$ cat config.mk
export PLATFORM = sky130hd
export DESIGN_NAME = turn_signal_cond
export DESIGN_NICKNAME = d
export VERILOG_FILES = /design/src/rtl/turn_signal_cond.sv
export SDC_FILE = /design/constraint.sdc
export NUM_CORES = 1
export LEC_CHECK = 0
export ABC_AREA = 1
export CORE_ASPECT_RATIO = 0.8
export CORE_MARGIN = 2
export CORE_UTILIZATION = 57
export DETAILED_ROUTE_END_ITERATION = 12
export PLACE_DENSITY_LB_ADDON = 0.2
export SLEW_MARGIN = 20
export SYNTH_ARGS = -nofsm -noshare
export SYNTH_HDL_FRONTEND = slang
export SYNTH_SLANG_ARGS = --single-unit
$ cat constraint.sdc
create_clock -name clk -period 2.8 [get_ports clk]
set_input_delay 0.28 -clock clk [delete_from_list [all_inputs] [get_ports clk]]
set_output_delay 0.28 -clock clk [all_outputs]
set_load 0.1 [all_outputs]
$ cat src/rtl/turn_signal_cond.sv
`timescale 1ns/1ps
// turn_signal_cond: synchronizes and debounces lever/hazard switches, arbitrates requests, and divides a blink tick.
// Optional TURN_COND_LATCH_EN: the hazard switch acts as a push-button toggle instead of a level.
module turn_signal_cond #(
  parameter int DEB_CYCLES = 4,
  parameter int TICK_DIV   = 8
) (
  input  logic       clk,
  input  logic       reset,
  input  logic       lever_l_raw,
  input  logic       lever_r_raw,
  input  logic       hazard_raw,
  output logic       left,
  output logic       right,
  output logic       tick,
  output logic [1:0] mode
);

  localparam int CW = $clog2(DEB_CYCLES + 1);
  localparam int TW = $clog2(TICK_DIV);
  localparam logic [CW-1:0] CNT_LAST = CW'(DEB_CYCLES - 1);
  localparam logic [TW-1:0] DIV_LAST = TW'(TICK_DIV - 1);

  typedef enum logic [1:0] {
    IDLE   = 2'b00,
    LEFT   = 2'b01,
    RIGHT  = 2'b10,
    HAZARD = 2'b11
  } state_t;

  logic [2:0] raw_vec;
  logic [2:0] deb_vec;
  logic       dl, dr, hz;

  assign raw_vec = {hazard_raw, lever_r_raw, lever_l_raw};

  genvar gi;
  generate
    for (gi = 0; gi < 3; gi++) begin : g_deb
      logic          meta_reg;
      logic          sync_reg;
      logic          deb_reg;
      logic [CW-1:0] cnt_reg;

      // A change is accepted only after DEB_CYCLES consecutive differing synced samples.
      always_ff @(posedge clk or negedge reset) begin
        if (!reset) begin
          meta_reg <= 1'b0;
          sync_reg <= 1'b0;
          deb_reg  <= 1'b0;
          cnt_reg  <= '0;
        end else begin
          meta_reg <= raw_vec[gi];
          sync_reg <= meta_reg;
          if (sync_reg == deb_reg) begin
            cnt_reg <= '0;
          end else if (cnt_reg == CNT_LAST) begin
            deb_reg <= sync_reg;
            cnt_reg <= '0;
          end else begin
            cnt_reg <= cnt_reg + 1'b1;
          end
        end
      end

      assign deb_vec[gi] = deb_reg;
    end
  endgenerate

  assign dl = deb_vec[0];
  assign dr = deb_vec[1];

`ifdef TURN_COND_LATCH_EN
  logic hz_latch_reg;
  logic hz_rise;

  // Toggle on the same edge the debounced hazard rises, so latency matches the level mode.
  assign hz_rise = g_deb[2].sync_reg & ~deb_vec[2] & (g_deb[2].cnt_reg == CNT_LAST);

  always_ff @(posedge clk or negedge reset) begin
    if (!reset) begin
      hz_latch_reg <= 1'b0;
    end else begin
      hz_latch_reg <= hz_latch_reg ^ hz_rise;
    end
  end

  assign hz = hz_latch_reg;
`else
  assign hz = deb_vec[2];
`endif

  state_t        state_reg, state_next;
  logic [TW-1:0] div_reg;
  logic          tick_reg;
  logic          div_clear;

  always_comb begin
    state_next = state_reg;
    if (hz) begin
      state_next = HAZARD;
    end else begin
      case (state_reg)
        IDLE: begin
          if (dl && !dr)      state_next = LEFT;
          else if (dr && !dl) state_next = RIGHT;
        end
        LEFT:    if (!dl || dr) state_next = IDLE;
        RIGHT:   if (!dr || dl) state_next = IDLE;
        HAZARD:  state_next = IDLE;
        default: state_next = IDLE;
      endcase
    end
  end

  // Restarting the divider on every state change fixes the first tick at TICK_DIV cycles after entry.
  assign div_clear = (state_next == IDLE) || (state_next != state_reg);

  always_ff @(posedge clk or negedge reset) begin
    if (!reset) begin
      state_reg <= IDLE;
      div_reg   <= '0;
      tick_reg  <= 1'b0;
    end else begin
      state_reg <= state_next;
      if (div_clear) begin
        div_reg  <= '0;
        tick_reg <= 1'b0;
      end else begin
        tick_reg <= (div_reg == DIV_LAST);
        div_reg  <= (div_reg == DIV_LAST) ? '0 : div_reg + 1'b1;
      end
    end
  end

  assign left  = (state_reg == LEFT)  || (state_reg == HAZARD);
  assign right = (state_reg == RIGHT) || (state_reg == HAZARD);
  assign mode  = state_reg;
  assign tick  = tick_reg;

endmodule
==> reports/metrics.csv, run 1 <==
metric;value;unit
outcome;finished clean;
total negative slack for setup checks;0;ns
largest incremental delay on the critical path;0.42;ns
# hold bufs at CTS;0;
overall overflow remaining after global route;0;
Most used DFF post-synth;sky130_fd_sc_hd__dfrtp_1;
number of nets with antenna violations after routing;0;
sum of buffers and inverters on the critical path;1;
WL final;1270;um
clock latency of the later-clocked register in the worst-skew pair;0.30;ns
post-synthesis instance area;950;um^2
cell types with the highest counts after synthesis;sky130_fd_sc_hd__dfrtp_1 (24), sky130_fd_sc_hd__inv_1 (10), sky130_fd_sc_hd__nand2_1 (6), sky130_fd_sc_hd__nor2_1 (6);
Seq cells post-synth;24;
Via-to-Cell Ratio;4.84;
standard-cell row count;13;
number of buffers inserted by post-CTS setup repair;0;
clock-pin slew on the worst setup and hold paths;0.12;ns
depth of the critical timing path with buffers and inverters included;1;
Seq/Total Area, Yosys;0.632;
number of port buffers;9;
Register Area;601;um^2
library cells used by synthesis;17;
ratio of final minimum period to clock period;0.473;
category of the critical setup timing path;reg -> out;
drt initial violations;2;
final count of negative-setup-slack endpoints;0;
die outline area;2010;um^2
peak clock frequency supported by timing;0.755;GHz
r2r worst-path depth;4;
antenna diode count;0;
most area-hungry cell type in the Yosys netlist;sky130_fd_sc_hd__dfrtp_1;
clock tree from TritonCTS;built;
total area of multi-input combinational cells;300;um^2
worst min-delay path category;in -> async;
Initial Utilization;0.596;
Clock Path Buffers;2;
standby leakage power;0.529;nW
share of synthesized flip-flops with an asynchronous set or reset;1.00;
# resized after CTS;0;
Nets;104;
type of element launching the critical path;flip-flop;
layout cells sized above 1;0.247;
DIE WIDTH;49.6;um
cell type group with the largest total delay on the critical path;flip-flops;
leading post-synthesis cells by cell area;sky130_fd_sc_hd__dfrtp_1 (63%), sky130_fd_sc_hd__ha_1 (6.6%), sky130_fd_sc_hd__nor3_2 (4.2%);
endpoints failing hold;0;
worst slew pin tran;0.285;ns
cts bufs inserted;3;
Worst setup EP type;output pin;
clock root buffer;sky130_fd_sc_hd__clkbuf_4;
global-route wire length before repair;2100;um
Synth warnings;0;
most repeated cell in the gate-level netlist after synthesis;sky130_fd_sc_hd__dfrtp_1;
Critical Path, Cell by Cell;buf_4;
total count of max-transition violations in the final report;0;
peak supply drop;0.642;mV
Max-Cap Viols;0;
number of global-route vias before repair;503;
clock skew;0.00550;ns
number of enable-type register cells in the synthesized netlist;0;
flip-flop count of the largest register after layout;9;
worst path required time;2.52;ns
initial antenna violation count;0;
Post-Syn Area per Cell;11.7;um^2
Boundary Pins;10;
Worst Path Max Fanout;4;
total power divided by cell area;1150;nW/um^2
Tmin final;1.32;ns
DR DRC count;0;
Filler Cells Inserted;130;
RePlAce Congestion;0.667;
clk sinks;24;
maximum number of pins on one net before global-route repair;25;
headroom to the max-slew limit;0.809;
router iterations before antenna repair;4;
final routed wire length divided by cell count;11.0;um
sum of net half-perimeters after detailed placement;949;um
deepest level of the CTS H-tree;1;
setup repair after global routing missed its margin;false;
vertical extent of the die;40.5;um
synthesized net count;91;
Worst EP arrival;1.04;ns
placeable core area;1590;um^2
worst-path cell with the longest stage delay;sky130_fd_sc_hd__dfrtp_1;
signed area change from the synthesized netlist to the final layout;14.9;%
Overall Global Routing Usage;0.153;
number of cells produced by synthesis;81;
WHS;0.315;ns
vias;557;
post-synth top area share;0.632;
[final cells by class]
| class | instances | area share |
|---|---|---|
| Inverter | 11 | 0.0378 |
| Clock buffer | 4 | 0.0333 |
| Timing Repair Buffer | 10 | 0.0780 |
| Multi-Input combinational cell | 44 | 0.275 |
| Tap cell | 22 | 0.0252 |
| Sequential cell | 24 | 0.550 |
[layout by cell type (no fill, tap or decap)]
cell type                         Yosys  routed
sky130_fd_sc_hd__inv_2                1       1
sky130_fd_sc_hd__nand3_1              3       3
sky130_fd_sc_hd__a21oi_1              3       3
sky130_fd_sc_hd__nor3_2               4       4
sky130_fd_sc_hd__clkbuf_8             0       1
sky130_fd_sc_hd__inv_1               10      10
sky130_fd_sc_hd__clkbuf_4             0       3
sky130_fd_sc_hd__nor3b_1              3       3
sky130_fd_sc_hd__xnor2_1              3       3
sky130_fd_sc_hd__ha_1                 5       5
sky130_fd_sc_hd__dfrtp_1             24      24
sky130_fd_sc_hd__nor3_1               3       3
sky130_fd_sc_hd__buf_4                0       6
sky130_fd_sc_hd__nand2_4              1       1
sky130_fd_sc_hd__nor2_1               6       6
sky130_fd_sc_hd__nand2_2              5       5
sky130_fd_sc_hd__nand2_1              6       6
sky130_fd_sc_hd__clkdlybuf4s50_1      0       4
sky130_fd_sc_hd__nand3_2              1       1
sky130_fd_sc_hd__or2_2                1       1
[per-stage QoR]
stage | area (um^2) | worst slack, ns | total power [W] | utilization | instances
6_report | 1090 | 1.48 | 0.00125 | 0.684 | 115
5_1_grt | 1090 | 1.40 | 0.00134 | 0.684 | 115
4_1_cts | 1090 | 1.45 | 0.00127 | 0.684 | 115
3_5_place_dp | 1050 | 1.50 | 0.00110 | 0.662 | 111
3_3_place_gp | 1050 | 1.53 | 0.00107 | 0.662 | 111
2_1_floorplan | 950 | 0.674 | 0.000979 | - | 81
[report_power, final]
group | internal, W | switching [W]
combinational | 0.000165 | 0.000423
clock | 0.0000794 | 0.0000925
sequential | 0.000435 | 0.0000583
total | 0.000680 | 0.000574
[logic make-up (layout without fill, tap and decap cells)]
group / after synthesis / count (layout) / share of synthesized area
compound gates: 3 / 3 / 0.0158
buf+inv: 13 / 25 / 0.0514
flops: 24 / 24 / 0.632
xor+xnor: 3 / 3 / 0.0277
simple gates: 33 / 33 / 0.207
fa+ha+maj: 5 / 5 / 0.0659
[per-layer routing]
metal  part of all wire  vias up  global-route usage  wire length (um)
met5                  0        -                   0                 0
met3              0.047        2              0.0672                60
met4              0.012        0              0.0833                15
met1               0.47      268               0.180               598
met2               0.47        8               0.243               595
li1                   -      279                   -                 -
[worst paths after layout]
path / slack [ns] / to / start
setup / recovery: 1.48 / mode[1] / mode[1]
hold / removal: 0.32 / g_deb[0].cnt_reg[1] / reset
setup reg to reg: 1.48 / div_reg[0] / div_reg[0]
hold reg to reg: 0.36 / g_deb[2].sync_reg / g_deb[2].meta_reg
max in group asynchronous: 2.25 / g_deb[2].cnt_reg[0] / reset
min in group clk: 0.36 / g_deb[2].sync_reg / g_deb[2].meta_reg
Note: power is estimated with default switching activity, not from simulation.
==> inputs of run 2 (changes only) <==
- CORE_UTILIZATION: 57 -> 48
- clock period: 2.8 -> 1.2 ns (I/O delays scaled with it)
==> run 2 against run 1 <==
  * Combinational power rose to 2.8 times the previous value
  * First-iteration DRC count did not move
  * Total power grew to 2.6 times the previous value
  * Critical endpoint is now div_reg[0]
  * Critical path type is now reg -> reg
  * Setup slack worse by 1.4 ns
  * Design area increased by 11%
==> reports/metrics.csv, run 2 (synthesis gave the netlist of run 1 again) <==
metric;value;unit;change
outcome;finished clean;;
global-route wire length before repair;2450;um;+17%
vias;548;;-1.6%
Overall Global Routing Usage;0.151;;-0.00152
antenna diode count;0;;unchanged
placeable core area;1870;um^2;+18%
clock tree from TritonCTS;built;;
final routed wire length divided by cell count;11.2;um;+1.4%
DR DRC count;0;;unchanged
sum of net half-perimeters after detailed placement;987;um;+4.1%
Final Instance Count excl. Fillers;117;;+1.7%
peak clock frequency supported by timing;0.870;GHz;
clock-pin slew on the worst setup and hold paths;0.11;ns;about the same
worst slew pin tran;0.291;ns;+0.00685 ns
# hold bufs at CTS;0;;unchanged
router iterations before antenna repair;2;;-2
Tmin final;1.15;ns;
vertical extent of the die;43.8;um;+8.1%
setup repair after global routing missed its margin;false;;
worst min-delay path category;in -> async;;
standby leakage power;0.547;nW;+3.4%
Nets;105;;+0.96%
category of the critical setup timing path;reg -> reg;;
cell count after placement;113;;+1.8%
maximum number of pins on one net before global-route repair;25;;unchanged
worst path required time;1.43;ns;-1.09 ns
WHS;0.158;ns;-0.157 ns
Filler Cells Inserted;142;;+9.2%
clock latency of the later-clocked register in the worst-skew pair;0.30;ns;about the same
overall overflow remaining after global route;0;;unchanged
total count of max-transition violations in the final report;0;;unchanged
total power divided by cell area;2650;nW/um^2;+130%
endpoints failing hold;0;;unchanged
most used cells in the layout excluding fill and tap cells;sky130_fd_sc_hd__dfrtp_1 (22), sky130_fd_sc_hd__inv_1 (8), sky130_fd_sc_hd__nand2_1 (6), sky130_fd_sc_hd__nor2_1 (6), sky130_fd_sc_hd__buf_12 (5);;
DIE WIDTH;53.7;um;+8.3%
worst-path cell with the longest stage delay;sky130_fd_sc_hd__dfrtp_1;;
number of port buffers;9;;unchanged
final core utilization;0.648;;-0.0363
layout cells sized above 1;0.344;;+0.0968
total negative slack for setup checks;0;ns;unchanged
Worst EP arrival;1.38;ns;+0.34 ns
Worst setup EP type;flip-flop;;
number of nets with antenna violations after routing;0;;unchanged
Clock Path Buffers;2;;unchanged
clk sinks;24;;unchanged
signed area change from the synthesized netlist to the final layout;27.9;%;
largest incremental delay on the critical path;0.43;ns;about the same
peak supply drop;1.77;mV;+180%
number of global-route vias before repair;576;;+15%
Via-to-Cell Ratio;4.68;;-3.3%
ratio of final minimum period to clock period;0.958;;
final count of negative-setup-slack endpoints;0;;unchanged
Worst Path Max Fanout;2;;-2
type of element launching the critical path;flip-flop;;
total power after layout;0.00322;W;+160%
die outline area;2350;um^2;+17%
deepest level of the CTS H-tree;1;;unchanged
Boundary Pins;10;;unchanged
Max-Cap Viols;0;;unchanged
initial antenna violation count;0;;unchanged
flip-flop count of the largest register after layout;9;;unchanged
Initial Utilization;0.507;;-0.0891
WL final;1310;um;+3.1%
Crit path top cell by count;sky130_fd_sc_hd__ha_4;;
most common library cell in the layout ignoring fill and taps;sky130_fd_sc_hd__dfrtp_1;;
cts bufs inserted;3;;unchanged
headroom to the max-slew limit;0.806;;-0.00321
Critical Path, Cell by Cell;ha_4, ha_4, or2_4, nor3_2;;
RePlAce Congestion;0.669;;+0.22%
clock skew;0.00121;ns;-0.00430 ns
clock root buffer;sky130_fd_sc_hd__clkbuf_4;;
standard-cell row count;14;;+1
drt initial violations;2;;unchanged
[run 2: area by class of cell]
type | count | area [um^2] | area share
clock buffers | 3 | 22.5 | 0.0185
inverters | 11 | 43.8 | 0.0360
repair buffers | 11 | 155 | 0.128
well taps | 24 | 30.0 | 0.0247
multi-input cells | 44 | 355 | 0.292
flip-flops and latches | 24 | 608 | 0.501
[run 2: worst paths after layout]
check | to | cells past startpoint | start | slack, ns
max | div_reg[0] | 4 | div_reg[0] | 0.05
min | g_deb[1].cnt_reg[0] | 2 | reset | 0.16
max reg2reg | div_reg[0] | 4 | div_reg[0] | 0.05
min reg2reg | g_deb[0].sync_reg | 0 | g_deb[0].meta_reg | 0.36
max in group asynchronous | mode[0] | 2 | reset | 0.79
min in group clk | g_deb[0].meta_reg | 1 | lever_l_raw | 0.25
[run 2: what timing repair did]
item | 4_1_cts | 5_1_grt
endpoints found under the setup margin | 1 | 1
pin swaps | 4 | 2
setup buffers | 0 | 1
gates resized for setup | 2 | 1
[run 2: metal layers]
| metal | routed length [um] | track usage | part of all wire |
|---|---|---|---|
| met5 | 0 | 0 | 0 |
| met4 | 19 | 0.0462 | 0.015 |
| met3 | 36 | 0.0621 | 0.027 |
| met2 | 669 | 0.241 | 0.51 |
| met1 | 585 | 0.187 | 0.45 |
[run 2: per-stage QoR]
| stage | area (um^2) | setup WS [ns] |
|---|---|---|
| finish | 1210 | 0.0502 |
| global route | 1210 | 0.0205 |
| CTS | 1200 | 0.00189 |
| detailed placement | 1160 | 0.00504 |
| global placement | 1160 | 0.0404 |
| floorplan | 1000 | 0.00695 |
[run 2: critical path, delay by kind of cell, from the launching register on]
| kind | cells | cell delay, ns |
|---|---|---|
| flip-flops | 1 | 0.43 |
| adder cells (fa/ha/maj) | 2 | 0.33 |
| AND/OR/NAND/NOR | 2 | 0.32 |
[run 2: where the power goes]
| group | total (W) | internal [W] | switching (W) |
|---|---|---|---|
| clock network | 0.000322 | 0.000117 | 0.000205 |
| registers | 0.00124 | 0.00104 | 0.000203 |
| logic | 0.00166 | 0.000626 | 0.00103 |
==> inputs of run 3 (changes only) <==
- CAP_MARGIN: unset -> 30
==> results of run 3 <==
The final DEF is identical to that of run 2; final timing and power are the same.
